<file path="src/rtl/disp_pkg.sv">
`default_nettype none
// +-----------------------------------------------------------------+
// | disp_pkg : glyphs and anode constants for the 7-seg display mux |
// | Rev 1.0                                                         |
// +-----------------------------------------------------------------+
package disp_pkg;

   // Active-low glyphs ordered {g,f,e,d,c,b,a}
   localparam logic [6:0] SEG_0     = 7'b1000000;
   localparam logic [6:0] SEG_1     = 7'b1111001;
   localparam logic [6:0] SEG_2     = 7'b0100100;
   localparam logic [6:0] SEG_3     = 7'b0110000;
   localparam logic [6:0] SEG_4     = 7'b0011001;
   localparam logic [6:0] SEG_5     = 7'b0010010;
   localparam logic [6:0] SEG_6     = 7'b0000010;
   localparam logic [6:0] SEG_7     = 7'b1111000;
   localparam logic [6:0] SEG_8     = 7'b0000000;
   localparam logic [6:0] SEG_9     = 7'b0010000;
   localparam logic [6:0] SEG_DASH  = 7'b0111111;
   localparam logic [6:0] SEG_BLANK = 7'b1111111;

   localparam logic [3:0] AN_OFF    = 4'b1111;

   function automatic logic [3:0] an_sel(input logic [1:0] idx);
      an_sel = ~(4'b0001 << idx);
   endfunction

endpackage
`default_nettype wire

</file>
<file path="src/rtl/bcd_to_sseg.sv">
`default_nettype none
// +-----------------------------------------------------------------+
// | bcd_to_sseg : BCD to active-low glyph, dash for values 10..15   |
// | Rev 1.0                                                         |
// +-----------------------------------------------------------------+
module bcd_to_sseg
   import disp_pkg::*;
(
   input  logic [3:0] bcd,
   output logic [6:0] seg
);

   always_comb begin
      seg = SEG_DASH;
      case (bcd)
         4'd0:    seg = SEG_0;
         4'd1:    seg = SEG_1;
         4'd2:    seg = SEG_2;
         4'd3:    seg = SEG_3;
         4'd4:    seg = SEG_4;
         4'd5:    seg = SEG_5;
         4'd6:    seg = SEG_6;
         4'd7:    seg = SEG_7;
         4'd8:    seg = SEG_8;
         4'd9:    seg = SEG_9;
         default: seg = SEG_DASH;
      endcase
   end

endmodule
`default_nettype wire

</file>
<file path="src/rtl/disp_mux_bcd.sv">
`default_nettype none
// +-----------------------------------------------------------------+
// | disp_mux_bcd : 4-digit multiplexed common-anode display driver  |
// | Rev 1.0                                                         |
// +-----------------------------------------------------------------+
module disp_mux_bcd
   import disp_pkg::*;
#(
   parameter int REFRESH_DIV = 50000
)(
   input  logic       clk,
   input  logic       reset_n,
   input  logic [3:0] d3,
   input  logic [3:0] d2,
   input  logic [3:0] d1,
   input  logic [3:0] d0,
   input  logic [3:0] dp_in,
   input  logic       lzb,
   output logic [3:0] an,
   output logic [7:0] sseg
);

   localparam int            CW        = $clog2(REFRESH_DIV);
   localparam logic [CW-1:0] c_cnt_max = CW'(REFRESH_DIV - 1);

   logic [CW-1:0] r_cnt;
   logic [1:0]    r_idx;
   logic [3:0]    r_snap3, r_snap2, r_snap1, r_snap0;
   logic [3:0]    r_snap_dp;

   logic       w_tick;
   logic       w_snap_load;
   logic [1:0] w_idx_nxt;
   logic [3:0] w_digit;
   logic       w_dp;
   logic       w_blank;
   logic [6:0] w_glyph;

   assign w_tick      = (r_cnt == c_cnt_max);
   assign w_idx_nxt   = r_idx + 2'd1;
   assign w_snap_load = w_tick && (r_idx == 2'd3);

   // Digit 0 is lit on the same edge the snapshot loads, so it reads the live inputs.
   always_comb begin
      w_digit = d0;
      w_dp    = dp_in[0];
      w_blank = 1'b0;
      case (w_idx_nxt)
         2'd0: begin
            w_digit = d0;
            w_dp    = dp_in[0];
         end
         2'd1: begin
            w_digit = r_snap1;
            w_dp    = r_snap_dp[1];
            w_blank = lzb && (r_snap3 == 4'd0) && (r_snap2 == 4'd0) && (r_snap1 == 4'd0);
         end
         2'd2: begin
            w_digit = r_snap2;
            w_dp    = r_snap_dp[2];
            w_blank = lzb && (r_snap3 == 4'd0) && (r_snap2 == 4'd0);
         end
         default: begin
            w_digit = r_snap3;
            w_dp    = r_snap_dp[3];
            w_blank = lzb && (r_snap3 == 4'd0);
         end
      endcase
   end

   bcd_to_sseg u_dec (
      .bcd (w_digit),
      .seg (w_glyph)
   );

   always_ff @(posedge clk or negedge reset_n) begin
      if (!reset_n) begin
         r_cnt     <= '0;
         r_idx     <= 2'd3;
         r_snap3   <= 4'd0;
         r_snap2   <= 4'd0;
         r_snap1   <= 4'd0;
         r_snap0   <= 4'd0;
         r_snap_dp <= 4'd0;
         an        <= AN_OFF;
         sseg      <= 8'hFF;
      end else begin
         r_cnt <= w_tick ? '0 : r_cnt + CW'(1);
         if (w_snap_load) begin
            r_snap3   <= d3;
            r_snap2   <= d2;
            r_snap1   <= d1;
            r_snap0   <= d0;
            r_snap_dp <= dp_in;
         end
         if (w_tick) begin
            r_idx <= w_idx_nxt;
            an    <= an_sel(w_idx_nxt);
            sseg  <= {~w_dp, (w_blank ? SEG_BLANK : w_glyph)};
         end
      end
   end

endmodule
`default_nettype wire

</file>
<file path="config.mk">
export PLATFORM = sky130hd
export DESIGN_NAME = disp_mux_bcd
export DESIGN_NICKNAME = d
export VERILOG_FILES = /design/src/rtl/disp_pkg.sv /design/src/rtl/bcd_to_sseg.sv /design/src/rtl/disp_mux_bcd.sv
export SDC_FILE = /design/constraint.sdc
export NUM_CORES = 1
export LEC_CHECK = 0
export ABC_AREA = 0
export CAP_MARGIN = 0
export CELL_PAD_IN_SITES_DETAIL_PLACEMENT = 1
export CELL_PAD_IN_SITES_GLOBAL_PLACEMENT = 1
export CORE_AREA = 5 5 79 81
export DETAILED_ROUTE_END_ITERATION = 6
export DIE_AREA = 0 0 84 86
export HOLD_SLACK_MARGIN = 0.05
export PLACE_DENSITY_LB_ADDON = 0.2
export SYNTH_ARGS = -nofsm -noshare
export SYNTH_HDL_FRONTEND = slang
export SYNTH_SLANG_ARGS = --single-unit
export TNS_END_PERCENT = 50
</file>
<file path="constraint.sdc">
create_clock -name clk -period 3.1 [get_ports clk]
set_clock_uncertainty 0.15 [all_clocks]
set_input_delay 0.465 -clock clk [delete_from_list [all_inputs] [get_ports clk]]
set_output_delay 0.465 -clock clk [all_outputs]
set_load 0.1 [all_outputs]
</file>
==> results.md, run 1 <==
| Quantity | This run |
| --- | --- |
| Average cell area after synthesis | 11.6 um^2 |
| Slew Limit Headroom | 32.4% |
| Final GP Congestion | 0.810 |
| Async set or reset register ratio after synthesis | 100% |
| Overall track demand over capacity in global routing | 14.9% |
| Portion of the clock cycle consumed by the worst path in the final layout | 91.0% |
| Cell Area, Placed | 2550 um^2 |
| Die H | 86 um |
| XOR/XNOR share of the synthesized area | 6.00% |
| Setup CP Type | reg2reg |
| Hpwl dp | 3810 um |
| Max capacitance violation total | 0 |
| Number of synthesis warnings | 0 |
| Required time of the critical path | 3.18 ns |
| Syn Std Cell Area | 2190 um^2 |
| Leakage dissipation | 1.12 nW |
| Routed Antenna Nets | 0 |
| Vias post-DR | 1537 |
| Buffers inserted during post-CTS setup optimization | 0 |
| Number of cells after detailed placement | 289 |
| Via count of the first global-routing pass | 1716 |
| Setup repair after global routing missed its margin | no |
| Overall die area | 7220 um^2 |
| Synth Area in Adders | 5.14% |
| Synthesized instance count | 188 |
| Flop and latch count out of synthesis | 45 |
| Floorplan core area | 5410 um^2 |
| Ant diodes | 0 |
| Largest net degree at the start of global routing | 46 |
| Final hold slack | 0.189 ns |
| TritonCTS clock tree | done |
| Area growth syn-to-layout | 20.2% |
| Share of synthesized area occupied by flip-flops and latches | 52.2% |
| EDFF count, synth | 0 |
| Latest clock arrival within the worst-skew pair | 0.30 ns |
| Residual overflow from global routing | 0 |
| First-pass GRT wire length | 8510 um |
| Clock net sink count | 45 |
| Ratio of cells with drive above 1 in the final layout | 23.6% |
| Via density | 5.18 |
| Cell variety after synth | 40 |
| Top Ports | 35 |
| Worst min path class | in2async |
| Nets | 256 |
| Sum of negative setup slack | 0 ns |
| Number of H-tree levels | 2 |
| Hold buffer count at CTS | 0 |
| Total Wirelength | 5010 um |
| Peak ir drop on the vdd network | 0.194 mV |
| Pwr per Cell Area | 391 nW/um^2 |
| Hold Fails Final Rpt | 0 |
| Worst-Margin Slew | 1.01 ns |
| Drt first pass iters | 5 |
| Timing-limited maximum frequency | 355 MHz |
| Run status | completed |
| Die width | 84 um |
| Max-slew violation total from the final report | 0 |
| Clock Tree Root | clkbuf_8 |
| Dominant combinational cell family by area after synthesis | simple AND/OR/NAND/NOR gates |
| Portion of netlist area occupied by mux cells | 10.0% |
| Number of DRC markers after the initial detailed-route iteration | 63 |
| Data arrival at the endpoint of the critical path | 2.90 ns |
| Post-Synth Simple-Gate Area | 13.8% |
| Final non-filler cell area | 2630 um^2 |
| Effective utilization at floorplan | 40.5% |
| Main synth FF type | dfrtp_1 |
| Clock buffers created by TritonCTS | 5 |
| Endpoint kind of the worst setup timing path | flop |
| WL/cell | 16.9 um |
| Post-CTS sizing | 0 |
| Antenna violations before repair | 0 |
| DRC violations left | 0 |
| Post-synth net total | 220 |
| Clk pin slew, worst setup/hold paths | 0.08 ns |
| Worst Path Max Fanout | 8 |
| Port Buffers | 34 |
| Top library cells by usage in the layout, fill and taps aside | dfrtp_1, clkdlybuf4s50_1, nor2_1 |
| Number of setup violations in the final report | 0 |
| Type of origin of the critical path | flop |
| Most common cell after layout, fill and taps aside | dfrtp_1 |
| Max clock buf depth | 2 |
| Row count | 27 |
| Final critical path time including I/O delays and setup | 2.82 ns |
| Share of the synthesized area in compound gates (AO/OA/AOI/OAI) | 9.14% |
| Post-Layout Cell Count | 297 |
[stage by stage]
step                total power (W)  worst slack, ns  utilization, %
floorplan                  0.000641            0.650               -
global placement           0.000686            0.506            47.2
detailed placement         0.000691            0.286            47.2
CTS                         0.00104            0.264            48.7
global route                0.00108           0.0713            48.7
finish                      0.00103            0.280            48.7
[critical path, cell delays in order, from the launching register on]
cell and delay (ns):
dfstp_2 0.56, inv_1 0.09, ha_1 0.31, a222oi_1 0.45
mux2i_1 0.31, or2_4 0.33, a21o_1 0.20, o32a_1 0.35
[cells in the mapped netlist, types with 2 or more instances]
| cell type | number | area share (%) |
|---|---|---|
| inv_1 | 11 | 1.9 |
| and3_1 | 3 | 0.86 |
| o21ai_0 | 7 | 1.6 |
| clkbuf_1 | 2 | 0.34 |
| a21oi_1 | 2 | 0.46 |
| nand4_1 | 4 | 1.1 |
| nand3_1 | 7 | 1.6 |
| o32a_1 | 2 | 0.91 |
| nor4_1 | 2 | 0.57 |
| ha_1 | 9 | 5.1 |
| nor2b_1 | 2 | 0.57 |
| dfrtp_1 | 31 | 35 |
| a211oi_1 | 2 | 0.69 |
| mux2_2 | 15 | 7.7 |
| nor3_1 | 2 | 0.46 |
| nand2_1 | 8 | 1.4 |
| o22a_1 | 3 | 1.2 |
| buf_2 | 2 | 0.46 |
| dfstp_2 | 14 | 17 |
| a222oi_1 | 5 | 2.3 |
| xnor2_1 | 7 | 2.8 |
| buf_6 | 2 | 1.0 |
| and2_1 | 2 | 0.57 |
| mux2i_1 | 5 | 2.3 |
| nor2_1 | 16 | 2.7 |
| xor2_1 | 8 | 3.2 |
| nand2b_1 | 2 | 0.57 |
[kinds of logic (layout without fill, tap and decap cells)]
group	after synthesis	after routing
and+or+nand+nor	56	56
DFF	45	45
AOI/OAI and AO/OA	26	26
muxes	20	20
buffers and inverters	17	54
xor gates and xnor gates	15	15
adders and majority gates	9	9
[sequential cells by signal, indices dropped and copies added, names as in the netlist]
name / flops
an: 4
r_snap1: 4
r_snap3: 4
r_idx: 2
r_cnt: 16
r_snap2: 4
sseg: 8
r_snap_dp: 3
[worst paths after layout]
path / startpoint / end / slack [ns] / depth (start not counted)
setup / recovery: r_idx[0] / sseg[0] / 0.28 / 7
hold / removal: reset_n / r_cnt[13] / 0.19 / 1
setup reg to reg: r_idx[0] / sseg[0] / 0.28 / 7
hold reg to reg: sseg[7] / sseg[7] / 0.33 / 2
max in group asynchronous: reset_n / r_snap2[2] / 2.00 / 1
min in group clk: sseg[7] / sseg[7] / 0.33 / 2
[area by class of cell]
class	count	area [um^2]
clock buffer	8	80.1
timing repair buffer	35	313
fill	590	2770
multi-input combinational	126	965
inverter	11	41.3
tap	72	90.1
sequential	45	1140
[per-layer routing]
metal  track usage [%]  wire length, um
met5                 0                0
met4              5.26               53
met3              4.90              276
met2              25.5             2360
met1              17.5             2320
[report_power, final]
part           total [W]  leakage (nW)  internal, W  switching [W]
clock           0.000351        0.0395     0.000160       0.000191
sequential      0.000605         0.529     0.000597     0.00000767
combinational  0.0000732         0.550    0.0000411      0.0000321
Power figures use the tool's default switching activity.
==> inputs of run 2 (changes only) <==
--- a/config.mk
+++ b/config.mk
@@ -10,6 +10,7 @@
 export CELL_PAD_IN_SITES_DETAIL_PLACEMENT = 1
 export CELL_PAD_IN_SITES_GLOBAL_PLACEMENT = 1
 export CORE_AREA = 5 5 79 81
+export CTS_BUF_LIST = sky130_fd_sc_hd__clkbuf_8 sky130_fd_sc_hd__clkbuf_16
 export DETAILED_ROUTE_END_ITERATION = 6
 export DIE_AREA = 0 0 84 86
 export HOLD_SLACK_MARGIN = 0.05
==> run 2 against run 1 <==
Effect of this change: setup slack improved by 0.0021 ns; fmax about the same; combinational power hardly changed; non-clock buffer count did not move; first-iteration DRC count shrank 6.3%; power fell by 0.85%; sequential cell count did not move; count of clock-buffer cells in the layout fell by 3; via count is 0.72% higher; critical path depth is the same.
==> results.md, run 2 (synthesized netlist as in run 1, its figures left out) <==
| Quantity | This run | Change |
| --- | --- | --- |
| Top Ports | 35 | unchanged |
| Clock net sink count | 45 | unchanged |
| Post-CTS sizing | 0 | unchanged |
| Via density | 5.21 | was 5.18 |
| Slew Limit Headroom | 32.4% | about the same |
| Max-slew violation total from the final report | 0 | unchanged |
| Hpwl dp | 3810 um | unchanged |
| Overall track demand over capacity in global routing | 14.9% | unchanged |
| Worst Path Max Fanout | 8 | unchanged |
| Drt first pass iters | 5 | unchanged |
| Floorplan core area | 5410 um^2 | unchanged |
| Die H | 86 um | unchanged |
| Clock buffers created by TritonCTS | 5 | unchanged |
| Largest stage delay on the critical path | 0.56 ns | about the same |
| Required time of the critical path | 3.18 ns | about the same |
| Buffers inserted during post-CTS setup optimization | 0 | unchanged |
| Die width | 84 um | unchanged |
| Overall die area | 7220 um^2 | unchanged |
| Ant diodes | 0 | unchanged |
| Pwr per Cell Area | 388 nW/um^2 | was 391 nW/um^2 |
| Nets | 256 | unchanged |
| Portion of the clock cycle consumed by the worst path in the final layout | 90.9% | was 91.0% |
| Largest net degree at the start of global routing | 46 | unchanged |
| Max clock buf depth | 2 | unchanged |
| Worst-Margin Slew | 1.01 ns | about the same |
| Worst min path class | in2async | unchanged |
| Post-route worst setup slack | 0.282 ns | was 0.280 ns |
| Cell Area, Placed | 2550 um^2 | unchanged |
| Antenna violations before repair | 0 | unchanged |
| Residual overflow from global routing | 0 | unchanged |
| Most common cell after layout, fill and taps aside | dfrtp_1 | unchanged |
| Type of origin of the critical path | flop | unchanged |
| Cells along the critical path | inv_1 -> ha_1 -> a222oi_1 -> mux2i_1 -> or2_4 -> a21o_1 -> o32a_1 | unchanged |
| Data arrival at the endpoint of the critical path | 2.90 ns | about the same |
| Final GP Congestion | 0.810 | unchanged |
| Register with the highest flop count | r_cnt | unchanged |
| Latest clock arrival within the worst-skew pair | 0.30 ns | about the same |
| Run status | completed | unchanged |
| Vias post-DR | 1548 | was 1537 |
| Max capacitance violation total | 0 | unchanged |
| Number of setup violations in the final report | 0 | unchanged |
| Final non-filler cell area | 2630 um^2 | unchanged |
| Depth of the worst register-to-register path | 7 | unchanged |
| Clock Tree Root | clkbuf_8 | unchanged |
| First-pass GRT wire length | 8510 um | unchanged |
| Critical-path top delay cell | dfstp_2 | unchanged |
| Timing-limited maximum frequency | 355 MHz | about the same |
| Hold buffer count at CTS | 0 | unchanged |
| Setup repair after global routing missed its margin | no | unchanged |
| TritonCTS clock tree | done | unchanged |
| Number of H-tree levels | 2 | unchanged |
| Largest registers in the final layout | r_cnt x16, sseg x8 | unchanged |
| Sum of negative setup slack | 0 ns | unchanged |
| Final critical path time including I/O delays and setup | 2.82 ns | about the same |
| Peak ir drop on the vdd network | 0.193 mV | was 0.194 mV |
| Effective utilization at floorplan | 40.5% | unchanged |
| Number of DRC markers after the initial detailed-route iteration | 59 | was 63 |
| Port Buffers | 34 | unchanged |
| Top library cells by usage in the layout, fill and taps aside | dfrtp_1, clkdlybuf4s50_1, nor2_1 | unchanged |
| WL/cell | 16.9 um | about the same |
| Setup CP Type | reg2reg | unchanged |
| Flip-flop count of the largest register, all copies and words added | 16 | unchanged |
| Post-placement setup slack | 0.286 ns | unchanged |
| Via count of the first global-routing pass | 1716 | unchanged |
| Total Wirelength | 5010 um | about the same |
| Final hold slack | 0.189 ns | about the same |
| Routed Antenna Nets | 0 | unchanged |
| Count of filler cells inserted in the layout | 590 | unchanged |
| Leakage dissipation | 1.13 nW | was 1.12 nW |
| DRC violations left | 0 | unchanged |
| Area growth syn-to-layout | 20.2% | unchanged |
| Clk pin slew, worst setup/hold paths | 0.08 ns | about the same |
| Endpoint kind of the worst setup timing path | flop | unchanged |
| Core utilization of the finished layout | 48.7% | unchanged |
| Ratio of cells with drive above 1 in the final layout | 23.6% | unchanged |
| Hold Fails Final Rpt | 0 | unchanged |
| Row count | 27 | unchanged |
[run 2: cell count changes in the layout (fill, tap and decap cells not counted), sizes merged]
| cell | before | now |
|---|---|---|
| clkbuf | 8 | 5 |
| inv | 11 | 14 |
[run 2: worst paths after layout]
path	end	from	slack [ns]
worst max-delay path	sseg[0]	r_idx[0]	0.28
min in group clk	sseg[7]	sseg[7]	0.33
max in group asynchronous	r_snap2[2]	reset_n	2.00
worst max register to register	sseg[0]	r_idx[0]	0.28
worst min register to register	sseg[7]	sseg[7]	0.33
worst min-delay path	r_cnt[13]	reset_n	0.19
[run 2: cell type report]
cell class / instances / area, um^2 / area share (%)
flip-flops and latches: 45 / 1140 / 43.4
multi-input cells: 126 / 965 / 36.6
repair buffers: 35 / 313 / 11.9
well taps: 72 / 90.1 / 3.42
clock buffers: 5 / 68.8 / 2.61
inverters: 11 / 41.3 / 1.57
clock inverters: 3 / 11.3 / 0.428
[run 2: through the flow]
step           instances  power, W
4_1_cts              297   0.00104
3_3_place_gp         289  0.000686
2_1_floorplan        188  0.000641
6_report             297   0.00102
5_1_grt              297   0.00107
3_5_place_dp         289  0.000691
[run 2: routing by layer]
layer / part of all wire [%] / up-vias / GRT usage (%)
li1: - / 736 / -
met1: 46 / 765 / 17.5
met3: 5.7 / 6 / 4.90
met5: 0 / - / 0
met4: 1.1 / 0 / 5.26
met2: 47 / 41 / 25.5
[run 2: worst max-delay path: cells and delay by family (launching register included)]
family / cells / cell delay, ns
fa+ha+maj: 1 / 0.31
simple gates: 1 / 0.33
compound gates: 3 / 1.00
buf+inv: 1 / 0.09
flops: 1 / 0.56
mux: 1 / 0.31
[run 2: power by group]
group | switching, W | internal (W) | total (W)
combinational | 0.0000320 | 0.0000411 | 0.0000732
clock | 0.000192 | 0.000151 | 0.000343
sequential | 0.00000766 | 0.000597 | 0.000605
total | 0.000232 | 0.000789 | 0.00102
